`config.mk`:
```
export PLATFORM = sky130hd
export DESIGN_NAME = dma_controller
export DESIGN_NICKNAME = d
export VERILOG_FILES = /design/src/rtl/dma_controller.sv
export SDC_FILE = /design/constraint.sdc
export NUM_CORES = 1
export LEC_CHECK = 0
export BUFFER_PORTS_ARGS = -buffer_cell sky130_fd_sc_hd__buf_2
export CAP_MARGIN = 15
export CORE_ASPECT_RATIO = 1.25
export CORE_UTILIZATION = 55
export DETAILED_ROUTE_END_ITERATION = 6
export PLACE_DENSITY = 0.9
export SLEW_MARGIN = 20
export SYNTH_ARGS = -nofsm -noshare
export SYNTH_HDL_FRONTEND = slang
export SYNTH_SLANG_ARGS = --single-unit
export TNS_END_PERCENT = 20
```
`constraint.sdc`:
```
create_clock -name clk -period 3.3 [get_ports clk]
set_input_delay 0.495 -clock clk [delete_from_list [all_inputs] [get_ports clk]]
set_output_delay 0.495 -clock clk [all_outputs]
set_load 0.1 [all_outputs]
```
`src/rtl/dma_controller.sv`:
```
`default_nettype none
// ============================================================================
//  Module      : dma_controller
//  Description : Descriptor-driven single-channel DMA engine. It fetches a
//                four-word descriptor from internal memory at desc_base and
//                then copies 'count' words one at a time between the
//                internal (np) and external (sp) memory ports.
//                The descriptor words are: w0 = internal address,
//                w1 = external address, w2 = word count and w3 = control.
//                In the control word, bit0 = DIR (0: int->ext, 1: ext->int)
//                and bit1 = CHAIN.
//
//  Ports       : clk        - single clock, rising-edge active
//                rst        - synchronous active-high reset
//                stall_int  - holds any state that drives the internal port
//                stall_ext  - holds any state that drives the external port
//                reg_access - host register access in progress (IDLE only)
//                NPD_IN     - internal read data, valid one cycle after read
//                SPD_IN     - external read data, valid one cycle after read
//                np_en/sp_en, wr_rd_np/wr_rd_sp (1 = write, 0 = read)
//                NPA/SPA    - port addresses
//                NPD_OUT/SPD_OUT - port write data (always the buffer)
//
//  Options     : DMAC_DESC_CHAIN_EN - when defined, a transfer whose control
//                word has CHAIN=1 fetches the next descriptor at
//                desc_base+4 instead of stopping in DONE.
//
//  Revision    : 1.0 - initial release
// ============================================================================
module dma_controller #(
    parameter int ADR_SIZE  = 16,
    parameter int DATA_SIZE = 16
) (
    input  logic                 clk,
    input  logic                 rst,
    input  logic                 stall_int,
    input  logic                 stall_ext,
    input  logic                 reg_access,
    input  logic [DATA_SIZE-1:0] NPD_IN,
    input  logic [DATA_SIZE-1:0] SPD_IN,
    output logic                 wr_rd_np,
    output logic                 wr_rd_sp,
    output logic                 np_en,
    output logic                 sp_en,
    output logic [ADR_SIZE-1:0]  NPA,
    output logic [ADR_SIZE-1:0]  SPA,
    output logic [DATA_SIZE-1:0] NPD_OUT,
    output logic [DATA_SIZE-1:0] SPD_OUT
);

    // ------------------------------------------------------------------------
    // State encoding
    // ------------------------------------------------------------------------
    localparam logic [2:0] S_IDLE   = 3'd0;
    localparam logic [2:0] S_DREAD  = 3'd1;
    localparam logic [2:0] S_DCAP   = 3'd2;
    localparam logic [2:0] S_XREAD  = 3'd3;
    localparam logic [2:0] S_XCAP   = 3'd4;
    localparam logic [2:0] S_XWRITE = 3'd5;
    localparam logic [2:0] S_DONE   = 3'd6;

    localparam logic [ADR_SIZE-1:0] c_adr_one   = ADR_SIZE'(1);
    localparam logic [ADR_SIZE-1:0] c_desc_step = ADR_SIZE'(4);

`ifdef DMAC_DESC_CHAIN_EN
    localparam bit c_chain_en = 1'b1;
`else
    localparam bit c_chain_en = 1'b0;
`endif

    // ------------------------------------------------------------------------
    // Registers
    // ------------------------------------------------------------------------
    logic [2:0]           r_state;
    logic [1:0]           r_k;
    logic [ADR_SIZE-1:0]  r_desc_base;
    logic [ADR_SIZE-1:0]  r_int_addr;
    logic [ADR_SIZE-1:0]  r_ext_addr;
    logic [ADR_SIZE-1:0]  r_count;
    logic                 r_dir;
    logic                 r_chain;
    logic [DATA_SIZE-1:0] r_buf;

    // ------------------------------------------------------------------------
    // Combinational helpers
    // ------------------------------------------------------------------------
    logic [ADR_SIZE-1:0] w_npd_adr;
    logic [ADR_SIZE-1:0] w_desc_adr;
    logic [ADR_SIZE-1:0] w_count_dec;
    logic                w_drive_int;
    logic                w_drive_ext;
    logic                w_hold;

    // Descriptor words arrive on the data bus but are stored as addresses /
    // counts, so adapt the data width to the address width.
    generate
        if (DATA_SIZE >= ADR_SIZE) begin : g_npd_trunc
            assign w_npd_adr = NPD_IN[ADR_SIZE-1:0];
        end else begin : g_npd_zext
            assign w_npd_adr = {{(ADR_SIZE-DATA_SIZE){1'b0}}, NPD_IN};
        end
    endgenerate

    assign w_desc_adr  = r_desc_base + ADR_SIZE'(r_k);
    assign w_count_dec = r_count - c_adr_one;

    // Which port the current state uses; a stall only matters for that port.
    assign w_drive_int = (r_state == S_DREAD)
                       | ((r_state == S_XREAD)  & ~r_dir)
                       | ((r_state == S_XWRITE) &  r_dir);
    assign w_drive_ext = ((r_state == S_XREAD)  &  r_dir)
                       | ((r_state == S_XWRITE) & ~r_dir);
    assign w_hold      = (w_drive_int & stall_int) | (w_drive_ext & stall_ext);

    // ------------------------------------------------------------------------
    // State machine
    // ------------------------------------------------------------------------
    always_ff @(posedge clk) begin
        if (rst) begin
            r_state     <= S_IDLE;
            r_k         <= 2'd0;
            r_desc_base <= '0;
            r_int_addr  <= '0;
            r_ext_addr  <= '0;
            r_count     <= '0;
            r_dir       <= 1'b0;
            r_chain     <= 1'b0;
            r_buf       <= '0;
        end else begin
            case (r_state)
                S_IDLE: begin
                    if (!reg_access) begin
                        r_state     <= S_DREAD;
                        r_k         <= 2'd0;
                        r_desc_base <= '0;
                    end
                end

                S_DREAD: begin
                    if (!w_hold) begin
                        r_state <= S_DCAP;
                    end
                end

                S_DCAP: begin
                    if (r_k == 2'd0) begin
                        r_int_addr <= w_npd_adr;
                    end else if (r_k == 2'd1) begin
                        r_ext_addr <= w_npd_adr;
                    end else if (r_k == 2'd2) begin
                        r_count <= w_npd_adr;
                    end else begin
                        r_dir   <= NPD_IN[0];
                        r_chain <= NPD_IN[1];
                    end

                    if (r_k != 2'd3) begin
                        r_k     <= r_k + 2'd1;
                        r_state <= S_DREAD;
                    end else if (r_count != '0) begin
                        r_state <= S_XREAD;
                    end else if (c_chain_en && NPD_IN[1]) begin
                        // Zero-length descriptor that still chains onward;
                        // CHAIN comes straight off the bus as it is latched now.
                        r_desc_base <= r_desc_base + c_desc_step;
                        r_k         <= 2'd0;
                        r_state     <= S_DREAD;
                    end else begin
                        r_state <= S_DONE;
                    end
                end

                S_XREAD: begin
                    if (!w_hold) begin
                        r_state <= S_XCAP;
                    end
                end

                S_XCAP: begin
                    r_buf   <= r_dir ? SPD_IN : NPD_IN;
                    r_state <= S_XWRITE;
                end

                S_XWRITE: begin
                    if (!w_hold) begin
                        r_int_addr <= r_int_addr + c_adr_one;
                        r_ext_addr <= r_ext_addr + c_adr_one;
                        r_count    <= w_count_dec;
                        if (w_count_dec != '0) begin
                            r_state <= S_XREAD;
                        end else if (c_chain_en && r_chain) begin
                            r_desc_base <= r_desc_base + c_desc_step;
                            r_k         <= 2'd0;
                            r_state     <= S_DREAD;
                        end else begin
                            r_state <= S_DONE;
                        end
                    end
                end

                S_DONE: begin
                    r_state <= S_DONE;
                end

                default: begin
                    r_state <= S_IDLE;
                end
            endcase
        end
    end

    // ------------------------------------------------------------------------
    // Output decode: state/register based, with the active port's enable
    // masked by its stall, and everything forced low while rst is asserted.
    // ------------------------------------------------------------------------
    always_comb begin
        np_en    = 1'b0;
        sp_en    = 1'b0;
        wr_rd_np = 1'b0;
        wr_rd_sp = 1'b0;
        NPA      = '0;
        SPA      = '0;
        NPD_OUT  = '0;
        SPD_OUT  = '0;
        if (!rst) begin
            NPA     = r_int_addr;
            SPA     = r_ext_addr;
            NPD_OUT = r_buf;
            SPD_OUT = r_buf;
            case (r_state)
                S_DREAD: begin
                    np_en = ~stall_int;
                    NPA   = w_desc_adr;
                end
                S_XREAD: begin
                    if (r_dir) begin
                        sp_en = ~stall_ext;
                    end else begin
                        np_en = ~stall_int;
                    end
                end
                S_XWRITE: begin
                    if (r_dir) begin
                        np_en    = ~stall_int;
                        wr_rd_np = 1'b1;
                    end else begin
                        sp_en    = ~stall_ext;
                        wr_rd_sp = 1'b1;
                    end
                end
                default: begin
                    np_en = 1'b0;
                end
            endcase
        end
    end

endmodule
`default_nettype wire

```
==> results.ini, run 1 <==
[critical_path]
worst-path-max-fanout = 20
slowest_stage = dfxtp_1
critPathBufInv = 1
path_delay_family = simple AND/OR/NAND/NOR gates
critPathArrivalTime_ns = 2.57
cp_cell_sequence = nor3_1 -> nor2_1 -> and2_1 -> buf_2
worst-setup-path-type = flop to primary output
setup.worst_path.end_class = primary output
required_ns = 2.80
max_stage_delay_ns = 0.72
worst_setup_path_start_kind = flop
rrSetupSlack_ns = 0.68

[synthesis]
synthTopCellsByCount = nor2_1, dfxtp_1, a21oi_1
yosys_most_used_dff = dfxtp_1
syn_area_per_cell_sq_um = 7.19
syn_area_sq_um = 4690
synthDominantAreaCellType = dfxtp_1
syn-instance-count = 652
synth_cell_type_count = 55
post_synth_main_area_contributors = dfxtp_1, nor2_1, a21oi_1, o21ai_0, nor2b_1
synth_warnings = 0
synth.most_common_cell = nor2_1
yosys_register_bits = 70
asyncSetResetFlopFracSynth_pct = 0
synth_edf_count = 0
seq_area_frac_synth_pct = 29.9
synth.net_count = 697
synth_top_area_share_pct = 29.9

[final_layout]
final_layout_size_suffix_gt1_share_pct = 18.9
area_growth_syn_to_layout_pct = 12.6
stdcell_area_sq_um = 5280
final_net_count = 753
diodes = 0
instances_no_fill = 810

[clocking]
htree_levels = 3
cts_tree = done
cts.clk_slew.worst_paths_ns = 0.08
postCtsResizedCells = 0
worstSkewPairLatency_ns = 0.35
postCtsSetupRepairBufs = 0
numCtsBuffers = 9
ctsLongestPathBuffers = 2
cts-root-buf = clkbuf_8
cts_sinks = 70
post_cts_hold_buffer_count = 0

[sta]
max_slew.worst_pin.slew_ns = 0.769
fin_crit_sh_pct = 92.8
final-max-slew-violation-count = 0
fin_crit_ns = 3.06
final.hold.worst_slack_ns = 0.457
setup_repair_after_global_routing_missed_its_margin = false
worst_clock_skew_ns = 0.0127
setup_violations = 0
max_freq_mhz = 327
slew-limit-headroom_pct = 48.6
finalWorstSetupSlack_ns = 0.238
report.final.hold_viol_count = 0

[place]
dpl-instance-area_sq_um = 5080
port_buffers = 104
gpl.final_weighted_congestion = 0.953
detailedPlace.worstSlack_ns = 0.639
dp_cells = 794
place.detailed.hpwl_um = 9450

[pwr]
vdd_drop_max_mv = 0.206
switchingPower_mw = 0.480
combinationalPowerShare_pct = 10.4
power_density_nw_per_um2 = 334
sequential_power_share_pct = 49.4
finalPower_mw = 1.76
sw_share_pct = 27.2
leakagePower_nw = 2.20
fraction_of_power_consumed_by_the_clock_network_pct = 40.2
power_report.internal_total_mw = 1.28

[floorplanning]
dieArea_sq_um = 8900
ios = 105
x_dimension_of_the_die_um = 84.6
coreArea_sq_um = 8240
fp.dieH_um = 105
core.rowCount = 37
floorplan.initialDensity_pct = 56.9

[run]
drv_cap = 0

[global_route]
remaining_global_route_overflow = 0
grt_pass1_wl_um = 21300
largest_net_degree_at_the_start_of_global_routing = 57
grtUsageTotal_pct = 29.6
grt_pass1_vias = 4398
grt_antenna_before_repair = 0

[route]
routed-via-count = 5024
routed_via_density = 6.20
route.antenna.remaining_nets = 0
drt-wirelength-per-cell_um = 16.6
drt_initial_violations = 567
drt_pass1_iterations = 7
remaining_drc_errors = 27
totalWireLength_um = 13400

[run_status]
outcome = finished, violations left
failed_checks = DRC

[hold_path]
hp_class = primary input to flop

-- routing by layer --
layer / vias to the layer above / wire (um) / track usage [%]
li1: 2436 / - / -
met1: 2305 / 5420 / 37.9
met2: 251 / 6540 / 49.9
met3: 32 / 1170 / 5.32
met4: 0 / 320 / 10.4
met5: - / 0 / 0
-- sequential cells by signal, summed over array words and instances (netlist names) --
| name | flops |
|---|---|
| r_dir | 1 |
| r_buf | 16 |
| r_ext_addr | 16 |
| r_state | 3 |
| r_count | 16 |
| r_k | 2 |
| r_int_addr | 16 |
-- path summary, 6_finish.rpt --
check | cells after the start | endpoint | from
hold / removal | 3 | r_ext_addr[0] | NPD_IN[0]
setup reg to reg | 8 | r_count[9] | r_k[1]
setup / recovery | 4 | NPA[11] | r_state[1]
hold reg to reg | 2 | r_buf[2] | r_buf[2]
-- final cells by class --
class                      count  area [sq um]
sequential                    70          1400
inverter                      10          37.5
clock inverter                 5          58.8
fill                         687          2960
multi-input combinational    505          2940
timing repair buffer         112           581
tap                           97           121
clock buffer                  11           141
-- worst register-to-register path: stages (launching register included) --
cell and delay [ns]:
dfxtp_1 0.44, inv_1 0.11, ha_1 0.22, nor4b_1 0.45, nand4b_1 0.19, nand2_1 0.58
o21ai_0 0.22, a22oi_1 0.22, nor2_1 0.06
-- stage by stage --
step,utilization (%),setup TNS [ns]
after floorplan,-,-0.318
after global placement,61.7,0
after detailed placement,61.7,0
after CTS,64.1,0
after global routing,64.1,0
final,64.1,0
-- placed cells by master (no fill, tap or decap), types with 10 or more instances in the layout --
cell / instances
buf_2: 104
nor2_1: 93
dfxtp_1: 70
a21oi_1: 54
o21ai_0: 48
nand2_1: 47
nor2b_1: 36
a211oi_1: 29
mux2i_1: 21
nor3_1: 19
and2_1: 19
nand3_1: 17
o22ai_1: 12
a22oi_1: 11
inv_1: 10
a31oi_1: 10
clkbuf_8: 10
-- power groups by stage --
stage / sequential (mW) / clock (mW) / combinational, mW
final: 0.872 / 0.708 / 0.184
after global routing: 0.873 / 0.746 / 0.198
after CTS: 0.871 / 0.712 / 0.181
after detailed placement: 0.891 / 0 / 0.180
after global placement: 0.890 / 0 / 0.176
after floorplan: 0.881 / 0 / 0.126
-- kinds of logic after synthesis --
family                   Yosys count  synth area share, %
AO/OA/AOI/OAI                    191                 25.1
XOR/XNOR                           3                0.560
flip-flops                        70                 29.9
buffers and inverters             77                 7.71
multiplexers                      22                 4.72
AND/OR/NAND/NOR                  281                 29.9
adder cells (fa/ha/maj)            8                 2.13
No activity file was read; power rests on OpenSTA's default activity.
==> run 2, diff against run 1 <==
- RECOVER_POWER: not set -> 100
==> results.ini, run 2 (synthesis results as in run 1) <==
[pwr]
combinationalPowerShare_pct = 10.4
power_density_nw_per_um2 = 338
leakagePower_nw = 1.96
switchingPower_mw = 0.478
fraction_of_power_consumed_by_the_clock_network_pct = 40.1
vdd_drop_max_mv = 0.206
power_report.internal_total_mw = 1.28
sw_share_pct = 27.2
sequential_power_share_pct = 49.5

[global_route]
grt_pass1_vias = 4398
remaining_global_route_overflow = 0
grt_pass1_wl_um = 21300
grt_antenna_before_repair = 0
grtUsageTotal_pct = 29.6
largest_net_degree_at_the_start_of_global_routing = 57

[sta]
fin_crit_sh_pct = 93.4
setup_total_negative_slack_ns = 0
final.hold.worst_slack_ns = 0.465
max_freq_mhz = 324
worst_clock_skew_ns = 0.00981
setup_violations = 0
finalWorstSetupSlack_ns = 0.217
slew-limit-headroom_pct = 19.0
max_slew.worst_pin.slew_ns = 1.22
fin_crit_ns = 3.08
final-max-slew-violation-count = 0
setup_repair_after_global_routing_missed_its_margin = false
report.final.hold_viol_count = 0

[critical_path]
critPathArrivalTime_ns = 2.59
cp-endpoint = NPA[11]
setup.worst_path.end_class = primary output
rr_startpoint = r_state[0]
required_ns = 2.80
rrSetupSlack_ns = 0.60
r2r-end = r_count[3]
worst-setup-path-type = flop to primary output
timing.critical_path.from = r_state[1]
worst_setup_path_start_kind = flop
worst-path-max-fanout = 20
timing.reg2reg.worst_path_depth = 6

[route]
drt-wirelength-per-cell_um = 16.6
drt_initial_violations = 524
remaining_drc_errors = 13
routed-via-count = 5054
routed_via_density = 6.24
totalWireLength_um = 13400
route.antenna.remaining_nets = 0
drt_pass1_iterations = 7

[floorplanning]
coreArea_sq_um = 8240
floorplan.initialDensity_pct = 56.9
fp.dieH_um = 105
x_dimension_of_the_die_um = 84.6
ios = 105
core.rowCount = 37
dieArea_sq_um = 8900

[clocking]
cts-root-buf = clkbuf_8
htree_levels = 3
post_cts_hold_buffer_count = 0
postCtsResizedCells = 0
worstSkewPairLatency_ns = 0.35
cts_sinks = 70
cts_tree = done
postCtsSetupRepairBufs = 0
numCtsBuffers = 9
cts.clk_slew.worst_paths_ns = 0.08
ctsLongestPathBuffers = 2

[place]
place.detailed.hpwl_um = 9450
gpl.final_weighted_congestion = 0.953
detailedPlace.worstSlack_ns = 0.639
port_buffers = 104
dpl-instance-area_sq_um = 5080

[run_status]
outcome = finished, violations left
failed_checks = DRC

[final_layout]
area_growth_syn_to_layout_pct = 11.0
stdcell_area_sq_um = 5210
final_common_cell = nor2_1
diodes = 0
final_net_count = 753
layout.cells.most_common_list = nor2_1, dfxtp_1, a21oi_1, clkbuf_1, o21ai_0
final_layout_size_suffix_gt1_share_pct = 11.5

[hold_path]
min_delay_path_depth = 3
hp_class = primary input to flop

[run]
drv_cap = 0

==> run 2: changes by cell type in the layout (fill, tap and decap cells not counted), moves of 3 or more <==
cell      change
clkbuf_2     +15
clkbuf_1     +52
buf_4         -3
and2_0        +4
buf_2        -65
and2_1        -4
==> run 2: worst min-delay path by stage <==
| stage | from | end | slack [ns] |
|---|---|---|---|
| floorplan | r_ext_addr[12] | r_ext_addr[12] | 0.44 |
| global placement | r_count[1] | r_count[1] | 0.48 |
| detailed placement | r_buf[2] | r_buf[2] | 0.49 |
| CTS | NPD_IN[0] | r_ext_addr[0] | 0.45 |
| global route | NPD_IN[0] | r_ext_addr[0] | 0.46 |
| finish | NPD_IN[0] | r_ext_addr[0] | 0.46 |
==> run 2: through the flow <==
step | total power [mW] | util [%] | std cells
after floorplan | 1.01 | - | 652
after global placement | 1.07 | 61.7 | 794
after detailed placement | 1.07 | 61.7 | 794
after CTS | 1.76 | 64.1 | 810
after global routing | 1.82 | 63.2 | 810
final | 1.76 | 63.2 | 810
==> run 2: power groups by stage <==
stage                     clock [mW]  sequential, mW  combinational (mW)
after global placement             0           0.890               0.176
after CTS                      0.712           0.871               0.181
after floorplan                    0           0.881               0.126
final                          0.707           0.872               0.184
after global routing           0.746           0.873               0.198
after detailed placement           0           0.891               0.180
==> run 2: layout make-up <==
type	instances	area (sq um)
Fill cell	731	3030
Multi-Input combinational cell	505	2940
Sequential cell	70	1400
Timing Repair Buffer	112	510
Clock buffer	11	141
Tap cell	97	121
Clock inverter	5	58.8
Inverter	10	37.5
==> run 2: metal layers <==
| layer | vias up | track usage [%] | part of all wire (%) |
|---|---|---|---|
| li1 | 2442 | - | - |
| met3 | 27 | 5.32 | 9.1 |
| met5 | - | 0 | 0 |
| met4 | 0 | 10.4 | 2.4 |
| met1 | 2318 | 37.9 | 40 |
| met2 | 267 | 49.9 | 49 |
==> run 2: worst max-delay path: stages, from the launching register on <==
cell      delay [ns]
dfxtp_1         0.70
nor3_1          0.20
nor2_1          0.64
and2_1          0.23
clkbuf_2        0.46
==> run 3, diff against run 2 <==
- CORE_UTILIZATION: 55 -> 30
- GPL_TIMING_DRIVEN: not set -> 0
- PLACE_DENSITY: 0.9 -> 0.58
==> results.ini, run 3 (synthesis results as in run 1) <==
[global_route]
grt_antenna_before_repair = 0
grtUsageTotal_pct = 20.9
grt_pass1_vias = 4694
remaining_global_route_overflow = 0
largest_net_degree_at_the_start_of_global_routing = 15
grt_pass1_wl_um = 26000

[critical_path]
critPathArrivalTime_ns = 2.65
worst-path-max-fanout = 10
setup.worst_path.end_class = primary output
worst-setup-path-type = flop to primary output
timing.critical_path.from = r_state[2]
worst_setup_path_start_kind = flop
rr_startpoint = r_count[2]
required_ns = 2.80

[sta]
worst_clock_skew_ns = 0.00747
fin_crit_sh_pct = 95.3
final-max-slew-violation-count = 0
finalWorstSetupSlack_ns = 0.155
setup_total_negative_slack_ns = 0
report.final.hold_viol_count = 0
slew-limit-headroom_pct = 19.2
fin_crit_ns = 3.14
setup_repair_after_global_routing_missed_its_margin = false
max_slew.worst_pin.slew_ns = 1.20
max_freq_mhz = 318
setup_violations = 0

[route]
route.antenna.remaining_nets = 0
drt_initial_violations = 401
drt_pass1_iterations = 5
drt-wirelength-per-cell_um = 17.2
totalWireLength_um = 16900
routed-via-count = 5263
remaining_drc_errors = 0
routed_via_density = 5.37

[clocking]
post_cts_hold_buffer_count = 0
ctsLongestPathBuffers = 2
cts-root-buf = clkbuf_16
cts_tree = done
htree_levels = 3
worstSkewPairLatency_ns = 0.35
cts.clk_slew.worst_paths_ns = 0.06
numCtsBuffers = 9
postCtsSetupRepairBufs = 0
cts_sinks = 70
postCtsResizedCells = 0

[run]
drv_cap = 0

[final_layout]
diodes = 0
layout.cells.most_common_list = clkbuf_1, nor2_1, dfxtp_1, a21oi_1, o21ai_0
final_net_count = 812
final_layout_size_suffix_gt1_share_pct = 12.8
area_growth_syn_to_layout_pct = 22.5
final_common_cell = clkbuf_1

[floorplanning]
dieArea_sq_um = 16100
coreArea_sq_um = 15100
floorplan.initialDensity_pct = 31.0
fp.dieH_um = 142
ios = 105
core.rowCount = 50
x_dimension_of_the_die_um = 114

[place]
port_buffers = 104
gpl.final_weighted_congestion = 0.876
detailedPlace.worstSlack_ns = 0.436
place.detailed.hpwl_um = 12600

[pwr]
power_density_nw_per_um2 = 376
vdd_drop_max_mv = 0.230
leakagePower_nw = 2.16

[hold_path]
hp-start = NPD_IN[0]
hp_class = primary input to flop

[run_status]
outcome = finished, final reports clean

[run 3: cell types whose count changed in the layout (fill, tap and decap cells not counted), moves of 2 or more]
cell / before / now
buf_2: 39 / 41
buf_4: 5 / 17
clkbuf_16: 0 / 9
and2_1: 15 / 18
clkbuf_1: 53 / 95
inv_6: 0 / 3
clkbuf_2: 15 / 17
and2_0: 4 / 1
clkbuf_8: 10 / 0
clkinvlp_4: 2 / 0
[run 3: worst paths after layout]
| kind | endpoint | slack (ns) | cells past startpoint |
|---|---|---|---|
| max | wr_rd_np | 0.16 | 5 |
| min | r_count[0] | 0.48 | 3 |
| max reg2reg | r_state[0] | 0.39 | 7 |
| min reg2reg | r_count[1] | 0.49 | 2 |
[run 3: final cells by class]
type                    count  area (sq um)
fillers                  1683          9390
inverters                  10          37.5
repair buffers            104           462
clock buffers               9           225
multi-input cells         505          2940
flip-flops and latches     70          1400
well taps                 208           260
clock inverters             7           104
plain buffers              67           317
[run 3: per-stage QoR]
step                hold slack, ns  util, %  instance area [sq um]  instances  total power, mW
floorplan                    0.443        -                   4700        652             1.01
global placement             0.473     36.2                   5480        964             1.09
detailed placement           0.477     36.2                   5490        964             1.09
CTS                          0.481     38.4                   5820        980             2.17
global route                 0.495     38.0                   5750        980             2.22
finish                       0.482     38.0                   5750        980             2.16
[run 3: power by group]
part / switching (mW) / total, mW / leakage (nW) / internal, mW
sequential: 0.0119 / 0.866 / 0.565 / 0.854
clock: 0.419 / 1.09 / 0.161 / 0.673
combinational: 0.143 / 0.206 / 1.43 / 0.0631
total: 0.574 / 2.16 / 2.16 / 1.59
[run 3: critical path, cell delays in order, from the launching register on]
cell and delay, ns:
dfxtp_1 0.45, and3b_1 0.20, clkbuf_1 0.41, clkbuf_1 0.52, and3_1 0.25, clkbuf_2 0.46
[run 3: routing by layer]
metal	up-vias	wire length [um]	track usage, %
met5	-	0	0
met4	0	643	10.3
met3	45	1040	2.18
met2	215	7890	34.9
met1	2439	7310	26.6
li1	2564	-	-
